===== config.mk =====
export PLATFORM = sky130hd
export DESIGN_NAME = lock_hysteresis_monitor
export DESIGN_NICKNAME = d
export VERILOG_FILES = /design/src/rtl/common_p.sv /design/src/rtl/lock_hysteresis_monitor_pkg.sv /design/src/rtl/lock_hysteresis_monitor_dwell_timer.sv /design/src/rtl/lock_hysteresis_monitor.sv
export SDC_FILE = /design/constraint.sdc
export NUM_CORES = 1
export LEC_CHECK = 0
export BUFFER_PORTS_ARGS = -buffer_cell sky130_fd_sc_hd__buf_4
export CORE_UTILIZATION = 45
export CTS_CLUSTER_SIZE = 10
export DETAILED_ROUTE_END_ITERATION = 7
export PLACE_DENSITY = 0.8
export RECOVER_POWER = 100
export SLEW_MARGIN = 20
export SYNTH_ARGS = -nofsm -noshare
export SYNTH_HDL_FRONTEND = slang
export SYNTH_SLANG_ARGS = --single-unit

===== constraint.sdc =====
create_clock -name sys_dom_i -period 5.7 [get_ports sys_dom_i]
set_input_delay 0.57 -clock sys_dom_i [delete_from_list [all_inputs] [get_ports sys_dom_i]]
set_output_delay 0.57 -clock sys_dom_i [all_outputs]
set_load 0.02 [all_outputs]

===== src/rtl/common_p.sv =====
// Shared clocking types for blocks that take a single clock-domain bundle.
package common_p;

    typedef struct packed {
        logic clk;
        logic rst_n;
    } clk_dom_s;

endpackage


===== src/rtl/lock_hysteresis_monitor_pkg.sv =====
// Lock-state encoding and CSR field placement for the lock hysteresis monitor.
package lock_monitor_p;

    typedef enum logic [1:0] {
        UNLOCKED  = 2'd0,
        ACQUIRING = 2'd1,
        LOCKED    = 2'd2,
        RELEASING = 2'd3
    } lock_state_e;

    // CSR field for state_o: the raw enum value, placed at the bottom of the word.
    localparam int unsigned STATE_CSR_WIDTH = 2;
    localparam int unsigned STATE_CSR_LSB   = 0;

    function automatic logic state_is_locked(lock_state_e s);
        return (s == LOCKED) || (s == RELEASING);
    endfunction

endpackage


===== src/rtl/lock_hysteresis_monitor_dwell_timer.sv =====
// Dwell timer shared by the acquire and release phases; match compares against the live target.
module dwell_timer #(
    parameter int unsigned DWELL_WIDTH = 8
) (
    input  logic                   clk,
    input  logic                   rst_n,
    input  logic                   inc_i,
    input  logic                   clr_i,
    input  logic [DWELL_WIDTH-1:0] target_i,
    output logic                   match_o
);

    logic [DWELL_WIDTH-1:0] dwell_q, dwell_d;

    // NOTE: every signal written here gets a default first, so no path leaves it unassigned and no latch is inferred.
    always_comb begin
        dwell_d = dwell_q;
        if (clr_i) begin
            dwell_d = '0;
        end else if (inc_i) begin
            dwell_d = dwell_q + DWELL_WIDTH'(1);
        end
    end

    // NOTE: state registers use non-blocking assignment so every flop samples pre-edge values.
    always_ff @(posedge clk or negedge rst_n) begin
        if (!rst_n) begin
            dwell_q <= '0;
        end else begin
            dwell_q <= dwell_d;
        end
    end

    assign match_o = (dwell_q == target_i);

endmodule


===== src/rtl/lock_hysteresis_monitor.sv =====
// Debounced lock/unlock decision from a confidence count, using two thresholds and two dwell times.
module lock_hysteresis_monitor
    import common_p::*;
    import lock_monitor_p::*;
#(
    parameter int unsigned BIT_WIDTH   = 8,
    parameter int unsigned DWELL_WIDTH = 8
) (
    input  clk_dom_s               sys_dom_i,
    input  logic                   monitor_en_i,
    input  logic                   clear_en_i,
    input  logic [BIT_WIDTH-1:0]   count_i,
    input  logic [BIT_WIDTH-1:0]   lock_threshold_i,
    input  logic [BIT_WIDTH-1:0]   unlock_threshold_i,
    input  logic [DWELL_WIDTH-1:0] acquire_dwell_i,
    input  logic [DWELL_WIDTH-1:0] release_dwell_i,
    output logic                   locked_o,
    output logic [1:0]             state_o,
    output logic                   lock_event_o,
    output logic                   unlock_event_o,
    output logic [BIT_WIDTH-1:0]   lock_loss_count_o
);

    logic clk;
    logic rst_n;
    assign clk   = sys_dom_i.clk;
    assign rst_n = sys_dom_i.rst_n;

    lock_state_e            state_q, state_d;
    logic                   locked_q, locked_d;
    logic                   lock_ev_q, lock_ev_d;
    logic                   unlock_ev_q, unlock_ev_d;
    logic [BIT_WIDTH-1:0]   loss_q, loss_d;

    logic                   hi, lo;
    logic                   dwell_inc, dwell_clr, dwell_match;
    logic [DWELL_WIDTH-1:0] dwell_target;

    assign hi = (count_i >= lock_threshold_i);
    assign lo = (count_i <  unlock_threshold_i);

    // Only one dwell phase is active at a time, so the target follows the state.
    assign dwell_target = (state_q == RELEASING) ? release_dwell_i : acquire_dwell_i;

    dwell_timer #(
        .DWELL_WIDTH (DWELL_WIDTH)
    ) u_dwell_timer (
        .clk      (clk),
        .rst_n    (rst_n),
        .inc_i    (dwell_inc),
        .clr_i    (dwell_clr),
        .target_i (dwell_target),
        .match_o  (dwell_match)
    );

    always_comb begin
        state_d     = state_q;
        loss_d      = loss_q;
        lock_ev_d   = 1'b0;
        unlock_ev_d = 1'b0;
        dwell_inc   = 1'b0;
        dwell_clr   = 1'b0;

        if (clear_en_i) begin
            state_d   = UNLOCKED;
            loss_d    = '0;
            dwell_clr = 1'b1;
        end else if (monitor_en_i) begin
            unique case (state_q)
                UNLOCKED: begin
                    if (hi) begin
                        state_d   = ACQUIRING;
                        dwell_clr = 1'b1;
                    end
                end
                ACQUIRING: begin
                    if (!hi) begin
                        state_d   = UNLOCKED;
                        dwell_clr = 1'b1;
                    end else if (dwell_match) begin
                        state_d   = LOCKED;
                        dwell_clr = 1'b1;
                        lock_ev_d = 1'b1;
                    end else begin
                        dwell_inc = 1'b1;
                    end
                end
                LOCKED: begin
                    if (lo) begin
                        state_d   = RELEASING;
                        dwell_clr = 1'b1;
                    end
                end
                RELEASING: begin
                    if (!lo) begin
                        state_d   = LOCKED;
                        dwell_clr = 1'b1;
                    end else if (dwell_match) begin
                        state_d     = UNLOCKED;
                        dwell_clr   = 1'b1;
                        unlock_ev_d = 1'b1;
                        if (!(&loss_q)) begin
                            loss_d = loss_q + BIT_WIDTH'(1);
                        end
                    end else begin
                        dwell_inc = 1'b1;
                    end
                end
                default: begin
                    state_d   = UNLOCKED;
                    dwell_clr = 1'b1;
                end
            endcase
        end

        locked_d = state_is_locked(state_d);
    end

    always_ff @(posedge clk or negedge rst_n) begin
        if (!rst_n) begin
            state_q     <= UNLOCKED;
            locked_q    <= 1'b0;
            lock_ev_q   <= 1'b0;
            unlock_ev_q <= 1'b0;
            loss_q      <= '0;
        end else begin
            state_q     <= state_d;
            locked_q    <= locked_d;
            lock_ev_q   <= lock_ev_d;
            unlock_ev_q <= unlock_ev_d;
            loss_q      <= loss_d;
        end
    end

    assign locked_o          = locked_q;
    assign state_o           = state_q;
    assign lock_event_o      = lock_ev_q;
    assign unlock_event_o    = unlock_ev_q;
    assign lock_loss_count_o = loss_q;

endmodule


; Word-level counts from Yosys, hierarchy flattened
; Index checks and enable logic that the tools add are counted.
[totals]
reg_bits = 21
latchBits = 0
ramBits = 0
romBits = 0
word_cells = 66
memories = 0
[op_classes]
addsub = 2
n_mul = 0
div_mod_pow = 0
order_cmp = 2
n_eq_ne = 7
shifts = 0
muxes = 40
bitwise_logic = 0
reduce_logical = 9
[ops]
columns = operator, n
row1 = 8-bit 2-to-1 mux, 9
row2 = 1-bit 2-to-1 mux, 20
row3 = "8-bit by 1-bit adder with 8-bit output, second input constant", 2
row4 = 2-bit 2-to-1 mux, 8
row5 = 2-bit nonzero test, 5
row6 = "2-bit equality test, second input constant", 4
row7 = 8-bit equality test, 1
row8 = 8-bit greater-or-equal comparator, 1
row9 = 8-bit less-than comparator, 1
row10 = 2-bit case mux with 4 select lines, 1
row11 = 8-bit AND reduction, 1
row12 = 5-bit AND reduction, 1
row13 = 1-bit case mux with 4 select lines, 1
row14 = "2-bit by 1-bit equality test with 1-bit output, second input constant", 1
row15 = 2-bit zero test, 1
row16 = "2-bit inequality test, second input constant", 1
row17 = 1-bit case mux with 2 select lines, 1
row18 = 1-bit logical OR, 1

; Longest topological paths before layout
; Gate-level depths: netlist of run 1.
[depth]
word_depth = 10
mapped_depth = 10
ltp_nobuf = 9

; By module
; A second synthesis of run 1 with hierarchy kept.
[unflattened]
hier_cells = 180
hier_area_um2 = 1646.6
[modules_own_cells]
columns = mod, n_inst, cells_each, area_per_inst_um2, seq_area_each_um2
row1 = lock_hysteresis_monitor, 1, 131, 1169.9, 325.3
row2 = dwell_timer, 1, 49, 476.7, 200.2

; Least setup slack after synthesis of run 1
; OpenSTA, ideal clock, no wires.
[synth_path]
path_type = reg2reg
startpoint = register state_q[1] (netlist: state_o[1])
endpoint = register loss_q[4] (netlist: lock_loss_count_o[4])
setup_time_ps = 78
t_arrival_ps = 2544
required_ps = 5622
slack_ps = 3077
stages_incl_launch_ff = 9
path_buffers = 1
cell_sequence = dfrtp_1 nand2_2 or3_1 a221o_1 a211oi_4 o211ai_4 buf_6 or3_1 a21oi_1
[synth_via]
elab_chain_cells = 5
word_cells_on_any_way = 6
[synth_lines]
columns = item, line_no
row1 = start: declaration, lock_hysteresis_monitor.sv:29  ; lock_state_e state_q, state_d;
row2 = start signal: assignment, lock_hysteresis_monitor.sv:127  ; state_q <= state_d;
row3 = 2-bit equality test (*), "lock_hysteresis_monitor.sv:43, lock_hysteresis_monitor.sv:69"
row4 = 8-bit 2-to-1 mux, lock_hysteresis_monitor.sv:43  ; assign dwell_target = (state_q == RELEASING) ? release_dwell_i : acquire_dwell_i;
row5 = 8-bit equality test, lock_hysteresis_monitor_dwell_timer.sv:34  ; assign match_o = (dwell_q == target_i);
row6 = 2-bit nonzero test (no source line), --
row7 = 5-bit AND reduction (no source line) (*), --
row8 = end signal: assignment, lock_hysteresis_monitor.sv:131  ; loss_q <= loss_d;
row9 = end: declaration, lock_hysteresis_monitor.sv:33  ; logic [BIT_WIDTH-1:0] loss_q, loss_d;
; Every way passes the cells marked *; elsewhere a longest branch is shown, timed or not.
; A chain may end at the register's enable or synchronous reset.

; Final worst setup path of run 1
[layout_path]
startpoint = register state_q[0] (netlist: state_o[0])
endpoint = register loss_q[5] (netlist: lock_loss_count_o[5])
; Same word-level chain as after synthesis.

==> results of run 1 <==
-- power breakdown --
part	switching [mW]	internal [mW]	total, mW
logic	0.0277	0.0348	0.0625
registers	0.00143	0.146	0.148
clock network	0.110	0.0595	0.170
total	0.139	0.240	0.380
-- flip-flops by register name, summed over array words and instances (netlist names) --
signal                 cells
lock_loss_count_o          8
lock_event_o               1
state_o                    2
unlock_event_o             1
u_dwell_timer.dwell_q      8
locked_o                   1
-- how the worst max path moves through the flow --
stage	start	endpoint	cells after the start
floorplan	state_o[1]	lock_loss_count_o[4]	8
global placement	release_dwell_i[4]	lock_loss_count_o[5]	8
detailed placement	count_i[1]	lock_loss_count_o[5]	8
CTS	state_o[0]	lock_loss_count_o[5]	7
global route	state_o[0]	lock_loss_count_o[5]	7
finish	state_o[0]	lock_loss_count_o[5]	7
-- synthesized netlist by cell type --
library cell  number  area, µm²
a31o_2             2       17.5
o21a_1             2       15.0
nor3_1             3       15.0
and4_1             2       17.5
or4_1              3       22.5
a211oi_4           1       20.0
a2111oi_0          1       8.76
clkbuf_1           2       7.51
a221oi_1           2       17.5
nand4_1            5       31.3
nor2b_1            1       6.26
or3_1              5       31.3
o2111ai_1          3       26.3
mux2i_1            4       40.0
dfrtp_1           21        526
a211oi_1           2       15.0
xnor2_1           13        114
and3_1             2       12.5
o31ai_1            3       22.5
nand2_1            9       33.8
nor4_1             5       31.3
nand3_1            6       30.0
o21ai_0            8       40.0
nand3b_1           1       7.51
nor2_1            12       45.0
buf_6              1       11.3
nand2b_1           5       31.3
a221o_1            1       10.0
o211ai_4           1       21.3
nand2_2            1       6.26
xor2_1             4       35.0
nor4b_1            1       8.76
a21o_1             1       7.51
inv_1             23       86.3
ha_1              17        213
or3b_2             1       8.76
a21oi_1           13       65.1
-- routing by layer --
layer / global-route usage, % / wire length [µm]
met2: 34.5 / 1850
met4: 15.1 / 92
met3: 8.03 / 279
met1: 24.1 / 1760
met5: 0 / 0
-- metrics by stage --
| step | hold slack [ns] | cells | setup WS, ns | instance area [µm²] |
|---|---|---|---|---|
| 2_1_floorplan | -0.296 | 187 | 3.08 | 1660 |
| 3_3_place_gp | -0.296 | 285 | 2.80 | 2110 |
| 3_5_place_dp | -0.296 | 285 | 2.71 | 2110 |
| 4_1_cts | -0.323 | 293 | 2.81 | 2200 |
| 5_1_grt | -0.0800 | 293 | 1.54 | 2090 |
| 6_report | -0.145 | 293 | 1.76 | 2090 |
-- worst reg2reg max path: stages (launching register included) --
cell,delay [ns]
dfrtp_1,0.50
nand2_1,0.28
or3_1,0.44
a221o_1,0.37
a211oi_1,0.84
o211ai_1,0.65
or4_1,0.64
a21oi_1,0.16
-- area by class of cell --
cell class	instances	area [µm²]	share of cell area [%]
multi-input cells	140	998	47.7
flip-flops and latches	21	526	25.1
clock buffers	7	56.3	2.69
well taps	46	57.6	2.75
clock inverters	1	3.75	0.179
repair buffers	55	364	17.4
inverters	23	86.3	4.13
-- logic make-up (layout without fill, tap and decap cells) --
kind of cell	count (synthesis)	after routing	synth area share [%]
AND/OR/NAND/NOR	62	62	20.5
AO/OA/AOI/OAI	40	40	17.3
buffers and inverters	26	86	6.34
flip-flops	21	21	31.7
adder cells (fa/ha/maj)	17	17	12.8
XOR/XNOR	17	17	8.98
multiplexers	4	4	2.42
==> impl_metrics.csv, run 1 <==
group,metric,value,unit
sta,slew_headroom,28.6,%
drt,postRouteAntennaNets,0,
floorplanning,io_pins,57,
clock_tree,clk_pin_slew_worst_paths,0.07,ns
yosys,syn_inst,187,
sta,fmax,254,MHz
global_routing,grt_max_degree,15,
yosys,yosys_warnings,0,
worst_setup_path,reg2reg_depth,7,
worst_setup_path,worstPathArrival,4.12,ns
global_routing,grt_use_total,21.8,%
placed_design,hpwl,3.01,mm
global_routing,overflow,0,
yosys,syn_avg_cell_area,8.87,µm²
worst_setup_path,reg2reg_from,"state_o[0]",
cells_and_area,areaGrowthSynthToFinish,26.2,%
sta,final_max_slew_viol_count,0,
sta,min_period_over_period,69.0,%
run,maxCapViolations,0,
clock_tree,clkLatencyLatePin,0.26,ns
placed_design,port_buffers,55,
floorplanning,die_height,62.7,µm
hold_path,hp-class,"clk -> async",
pwr,vdd_drop_max,0.193,mV
worst_setup_path,crit_slowest_cell,"a211oi_1",
run_status,violations,"hold timing",
floorplanning,row_count,21,
pwr,p_per_area,182,mW/mm²
clock_tree,postCtsSetupBuffers,0,
drt,avgViaCountPerCell,5.48,
drt,vias,1605,
yosys,ys_seq_elements,21,
worst_setup_path,cp_cell_sequence,"nand2_1 > or3_1 > a221o_1 > a211oi_1 > o211ai_1 > or4_1 > a21oi_1",
worst_setup_path,r2r_setup_slack,1.76,ns
cells_and_area,fillers,325,
worst_setup_path,cp.buffers_inverters,0,
pwr,power,380,µW
floorplanning,fp.dieW,62.7,µm
worst_setup_path,path_delay_family,"compound AO/OA/AOI/OAI gates",
run_status,status,"finished with violations",
worst_setup_path,endpoint_kind,"flip-flop",
pwr,leakage,0.970,nW
drt,dr.pass1.iters,4,
drt,drc,0,
cells_and_area,post-route-util,60.8,%
sta,period_needed,3.94,ns
drt,wirelength,3.97,mm
drt,drtIter0Drc,66,
cells_and_area,mostFrequentLayoutCells,"buf_4 (42), inv_1 (23), dfrtp_1 (21)",
sta,fin_skew,0.00262,ns
sta,holdWs,-0.145,ns
drt,routedWlPerCell,13.6,µm
global_routing,grt_pass1_vias,1620,
cells_and_area,fin_nets,308,
worst_setup_path,r2r_end,"lock_loss_count_o[5]",
yosys,ys_seq_area_share,31.7,%
sta,setup_viol,0,
floorplanning,core_area,0.00344,mm²
yosys,synth_area,0.00166,mm²
cells_and_area,final_common_cell,"buf_4",
worst_setup_path,crit_type,"reg -> reg",
placed_design,routabilityCongestion,0.778,
clock_tree,cts_hold_buf,0,
yosys,synth_nets,248,
yosys,ys_types,37,
cells_and_area,drive_above_1_share,19.0,%
worst_setup_path,max_stage_delay,0.84,ns
sta,hold_violations,21,
sta,rsz0062_at_grt,"false",
global_routing,antenna_found_initial,0,
worst_setup_path,cp.required,5.89,ns
floorplanning,start_util,48.2,%
worst_setup_path,worst-path-max-fanout,14,
floorplanning,dieArea,0.00393,mm²
sta,worstMarginPinSlew,1.06,ns
worst_setup_path,start_kind,"flip-flop",
clock_tree,cts_resized,0,
sta,finalSetupTns,0,ns
global_routing,grt_pass1_wl,6.65,mm
clock_tree,cts_tree,"yes",
cells_and_area,n_antenna_cell,0,
Note: power is estimated with default switching activity, not from simulation.
==> run 2: changes to the inputs <==
--- a/config.mk
+++ b/config.mk
@@ -9,7 +9,7 @@
 export CORE_UTILIZATION = 45
 export CTS_CLUSTER_SIZE = 10
 export DETAILED_ROUTE_END_ITERATION = 7
-export PLACE_DENSITY = 0.8
+export PLACE_DENSITY = 0.83
 export RECOVER_POWER = 100
 export SLEW_MARGIN = 20
 export SYNTH_ARGS = -nofsm -noshare
==> constraint.sdc (replaced) <==
create_clock -name sys_dom_i -period 3.4 [get_ports sys_dom_i]
set_input_delay 0.34 -clock sys_dom_i [delete_from_list [all_inputs] [get_ports sys_dom_i]]
set_output_delay 0.34 -clock sys_dom_i [all_outputs]
set_load 0.02 [all_outputs]
==> impl_metrics.csv, run 2 (same netlist as run 1, synthesis figures left out) <==
group,metric,value,unit
run_status,status,"finished with violations",
run_status,violations,"hold timing",
floorplanning,row_count,21,
drt,drtIter0Drc,49,
sta,finalSetupTns,0,ns
placed_design,pre_cts_ws,0.616,ns
sta,final_max_slew_viol_count,0,
sta,fmax,348,MHz
placed_design,routabilityCongestion,0.813,
cells_and_area,areaGrowthSynthToFinish,27.8,%
global_routing,grt_pass1_wl,6.32,mm
hold_path,hp-class,"clk -> async",
global_routing,grt_use_total,21.3,%
floorplanning,die_height,62.7,µm
clock_tree,cts_resized,0,
cells_and_area,mostFrequentLayoutCells,"buf_4 (42), inv_1 (23), dfrtp_1 (21)",
sta,min_period_over_period,84.4,%
placed_design,port_buffers,55,
sta,holdWs,-0.137,ns
clock_tree,clk_pin_slew_worst_paths,0.07,ns
drt,vias,1575,
cells_and_area,n_antenna_cell,0,
sta,worstMarginPinSlew,0.645,ns
cells_and_area,drive_above_1_share,19.8,%
sta,rsz0062_at_grt,"false",
drt,routedWlPerCell,13.1,µm
global_routing,grt_pass1_vias,1546,
drt,drc,0,
placed_design,hpwl,2.93,mm
floorplanning,dieArea,0.00393,mm²
sta,period_needed,2.87,ns
floorplanning,fp.dieW,62.7,µm
global_routing,antenna_found_initial,0,
drt,avgViaCountPerCell,5.38,
sta,fin_skew,0.00650,ns
run,maxCapViolations,0,
cells_and_area,multi_input_area,0.00102,mm²
sta,slew_headroom,56.6,%
cells_and_area,final_common_cell,"buf_4",
sta,setup_ws,0.529,ns
sta,hold_violations,21,
cells_and_area,seq_area,526,µm²
drt,dr.pass1.iters,4,
global_routing,grt_max_degree,15,
drt,wirelength,3.82,mm
global_routing,overflow,0,
clock_tree,cts_tree,"yes",
clock_tree,clkLatencyLatePin,0.27,ns
worst_setup_path,start_kind,"flip-flop",
cells_and_area,post-route-util,61.5,%
worst_setup_path,crit_type,"reg -> reg",
worst_setup_path,cp.required,3.60,ns
cells_and_area,fin_nets,308,
pwr,vdd_drop_max,0.205,mV
worst_setup_path,worst-path-max-fanout,14,
cells_and_area,fillers,322,
floorplanning,io_pins,57,
worst_setup_path,endpoint_kind,"flip-flop",
worst_setup_path,worstPathArrival,3.07,ns
pwr,p_per_area,301,mW/mm²
clock_tree,postCtsSetupBuffers,0,
drt,postRouteAntennaNets,0,
floorplanning,start_util,48.2,%
sta,setup_viol,0,
floorplanning,core_area,0.00344,mm²
clock_tree,cts_hold_buf,0,
pwr,leakage,0.971,nW
run 2: cell types whose count changed in the layout (fill, tap and decap cells not counted):
cell      previous run  this run
a211oi_1             3         2
o211ai_1             1         0
o211ai_4             0         1
a211oi_4             0         1
run 2: critical path, cell delays in order (launching register included):
cell,delay [ns]
dfrtp_1,0.45
nand2_1,0.25
or3_1,0.43
a221o_1,0.39
a211oi_4,0.40
o211ai_4,0.23
or4_1,0.51
a21oi_1,0.15
run 2: through the flow:
step                      area [µm²]  cells  hold slack [ns]  total power [mW]
final                           2120    293           -0.137             0.638
after global routing            2120    293          -0.0675             0.697
after CTS                       2200    293           -0.327             0.732
after detailed placement        2110    285           -0.296             0.360
after global placement          2110    285           -0.296             0.359
after floorplan                 1660    187           -0.296             0.306
run 2: final cells by class:
type,count,area share [%]
clock buffer,7,2.66
timing repair buffer,55,17.2
clock inverter,1,0.177
tap,46,2.72
multi-input combinational,140,48.4
inverter,23,4.08
sequential,21,24.8
run 2: path summary, 6_finish.rpt:
| path | cells after the start | to | from | slack [ns] |
|---|---|---|---|---|
| worst max-delay path | 7 | lock_loss_count_o[7] | state_o[0] | 0.53 |
| worst min-delay path | 2 | lock_loss_count_o[6] | sys_dom_i[0] | -0.14 |
| worst max register to register | 7 | lock_loss_count_o[7] | state_o[0] | 0.53 |
| worst min register to register | 1 | lock_event_o | state_o[1] | 0.57 |
| max in group asynchronous | 2 | u_dwell_timer.dwell_q[7] | sys_dom_i[0] | 3.13 |
| min in group sys_dom_i | 2 | lock_loss_count_o[6] | clear_en_i | 0.34 |
run 2: power by group:
group	switching, mW	internal, mW
clock network	0.186	0.0998
registers	0.00190	0.245
logic	0.0471	0.0583
run 2: per-layer routing:
| layer | GRT usage [%] | vias up | wire length, µm | share of wire, % |
|---|---|---|---|---|
| met5 | 0 | - | 0 | 0 |
| met4 | 17.2 | 0 | 115 | 3.0 |
| met3 | 8.03 | 10 | 226 | 5.9 |
| met2 | 33.7 | 46 | 1840 | 48 |
| met1 | 22.5 | 724 | 1640 | 43 |
| li1 | - | 795 | - | - |
==> run 3: changes to the inputs <==
--- a/config.mk
+++ b/config.mk
@@ -5,11 +5,12 @@
 export SDC_FILE = /design/constraint.sdc
 export NUM_CORES = 1
 export LEC_CHECK = 0
+export ABC_AREA = 1
 export BUFFER_PORTS_ARGS = -buffer_cell sky130_fd_sc_hd__buf_4
 export CORE_UTILIZATION = 45
 export CTS_CLUSTER_SIZE = 10
 export DETAILED_ROUTE_END_ITERATION = 7
-export PLACE_DENSITY = 0.83
+export PLACE_DENSITY = 0.81
 export RECOVER_POWER = 100
 export SLEW_MARGIN = 20
 export SYNTH_ARGS = -nofsm -noshare
==> constraint.sdc (replaced) <==
create_clock -name sys_dom_i -period 2.5 [get_ports sys_dom_i]
set_input_delay 0.25 -clock sys_dom_i [delete_from_list [all_inputs] [get_ports sys_dom_i]]
set_output_delay 0.25 -clock sys_dom_i [all_outputs]
set_load 0.02 [all_outputs]
==> impl_metrics.csv, run 3 <==
group,metric,value,unit
run_status,status,"finished with violations",
run_status,violations,"hold timing",
clock_tree,cts_tree,"yes",
sta,final_max_slew_viol_count,0,
global_routing,overflow,0,
drt,routedWlPerCell,11.5,µm
global_routing,grt_pass1_wl,7.63,mm
sta,period_needed,2.02,ns
worst_setup_path,start_kind,"flip-flop",
sta,slew_headroom,60.2,%
yosys,synth_common_cells,"nand2_1 (78), inv_1 (45), nand3_1 (36), dfrtp_1 (21), nor2_1 (19)",
run,maxCapViolations,0,
drt,drtIter0Drc,67,
yosys,synth_area_leaders,"dfrtp_1 (27%), nand2_1 (15%), ha_1 (11%)",
floorplanning,dieArea,0.00452,mm²
yosys,synth_nets,347,
cells_and_area,n_antenna_cell,0,
global_routing,grt_pass1_vias,1887,
yosys,ys_types,26,
placed_design,hpwl,3.54,mm
yosys,synth_flop_cell,"dfrtp_1",
cells_and_area,fillers,403,
pwr,vdd_drop_max,0.247,mV
drt,postRouteAntennaNets,0,
cells_and_area,multi_input_area,0.00115,mm²
cells_and_area,seq_area,526,µm²
yosys,yosys_warnings,0,
drt,dr.pass1.iters,4,
hold_path,hp-class,"clk -> async",
floorplanning,start_util,47.5,%
sta,finalSetupTns,0,ns
global_routing,grt_max_degree,17,
clock_tree,clkLatencyLatePin,0.26,ns
yosys,syn_avg_cell_area,6.69,µm²
placed_design,port_buffers,55,
worst_setup_path,worst-path-max-fanout,13,
cells_and_area,fin_nets,405,
sta,setup_viol,0,
worst_setup_path,endpoint_kind,"flip-flop",
drt,wirelength,4.55,mm
cells_and_area,stdcell_count,394,
clock_tree,cts_resized,0,
sta,worstMarginPinSlew,0.597,ns
yosys,syn_inst,286,
yosys,synth-async-reset-ratio,100,%
placed_design,place_inst,386,
clock_tree,postCtsSetupBuffers,0,
floorplanning,fp.dieW,67.2,µm
clock_tree,cts_hold_buf,0,
pwr,leakage,1.29,nW
sta,fin_skew,0.00193,ns
drt,drc,0,
pwr,power,913,µW
worst_setup_path,worstPathArrival,2.16,ns
pwr,p_per_area,386,mW/mm²
sta,fmax,495,MHz
yosys,ys_seq_elements,21,
sta,min_period_over_period,80.8,%
drt,avgViaCountPerCell,5.16,
global_routing,antenna_found_initial,0,
floorplanning,row_count,23,
worst_setup_path,r2r_setup_slack,0.48,ns
sta,rsz0062_at_grt,"false",
cells_and_area,drive_above_1_share,18.6,%
worst_setup_path,crit_type,"reg -> reg",
cells_and_area,final_common_cell,"nand2_1",
yosys,yosys.area.top_type_share,27.5,%
placed_design,routabilityCongestion,0.830,
global_routing,grt_use_total,22.8,%
cells_and_area,mostFrequentLayoutCells,"nand2_1 (79), buf_4 (46), inv_1 (45)",
yosys,synth_area_leader_cell,"dfrtp_1",
yosys,synth_most_common_cell,"nand2_1",
clock_tree,clk_pin_slew_worst_paths,0.08,ns
worst_setup_path,cp.required,2.64,ns
drt,vias,2032,
yosys,synth-edff-count,0,
yosys,synth_area,0.00191,mm²
floorplanning,io_pins,57,
yosys,ys_seq_area_share,27.5,%
sta,hold_violations,21,
floorplanning,die_height,67.2,µm
floorplanning,core_area,0.00403,mm²
sta,holdWs,-0.115,ns
cells_and_area,areaGrowthSynthToFinish,23.5,%
run 3: cell types whose count changed after synthesis, moves of 5 or more:
| cell | change |
|---|---|
| nor4_1 | -5 |
| nand2b_1 | -5 |
| nor2_1 | +7 |
| nand4_1 | +5 |
| nand2_2 | +7 |
| or3_1 | -5 |
| nand3_1 | +30 |
| inv_1 | +22 |
| nand2_1 | +69 |
| xnor2_1 | -13 |
run 3: final cells by class:
type,instances,area share [%]
sequential,21,22.2
multi-input combinational,212,48.8
clock buffer,7,2.38
clock inverter,1,0.159
inverter,46,7.41
timing repair buffer,57,16.3
tap,50,2.65
run 3: path summary, 6_finish.rpt:
| check | startpoint | to | depth (start not counted) |
|---|---|---|---|
| max | state_o[1] | u_dwell_timer.dwell_q[1] | 14 |
| min in group sys_dom_i | clear_en_i | unlock_event_o | 2 |
| max reg2reg | state_o[1] | u_dwell_timer.dwell_q[1] | 14 |
| max in group asynchronous | sys_dom_i[0] | lock_loss_count_o[4] | 2 |
| min reg2reg | u_dwell_timer.dwell_q[5] | u_dwell_timer.dwell_q[5] | 2 |
| min | sys_dom_i[0] | lock_loss_count_o[7] | 2 |
run 3: logic make-up (layout without fill, tap and decap cells):
family / after synthesis / in the layout / synth area share [%]
AOI/OAI and AO/OA: 24 / 24 / 6.80
xor gates and xnor gates: 5 / 5 / 2.29
adders and majority gates: 17 / 17 / 11.1
buffers and inverters: 53 / 111 / 12.0
DFF: 21 / 21 / 27.5
and+or+nand+nor: 166 / 166 / 40.4
run 3: critical path, stage by stage, from the launching register on:
cell,delay (ns)
dfrtp_1,0.39
nand2_2,0.27
nand2_1,0.12
nand2_1,0.08
nand2_1,0.04
nand2_1,0.05
nand2_1,0.05
nor2_1,0.18
nand2_4,0.10
nand3_1,0.09
nand2_2,0.16
nand2_1,0.17
inv_1,0.07
nand2_1,0.06
a21oi_1,0.06
run 3: routing by layer:
metal / global-route usage [%] / vias up / wire, µm
met2: 38.4 / 49 / 2140
met5: 0 / - / 0
met4: 15.2 / 0 / 119
li1: - / 1040 / -
met3: 5.91 / 10 / 196
met1: 25.0 / 933 / 2090
run 3: power breakdown:
part           switching [mW]  internal [mW]  total, mW
combinational          0.0978         0.0879      0.186
clock                   0.257          0.135      0.392
sequential            0.00148          0.334      0.335
run 3: stage by stage:
step	area (µm²)	setup WS [ns]	util, %
global placement	2350	0.414	58.4
global route	2360	0.219	58.7
CTS	2440	0.514	60.6
detailed placement	2350	0.343	58.4
floorplan	1910	0.670	-
finish	2360	0.481	58.7
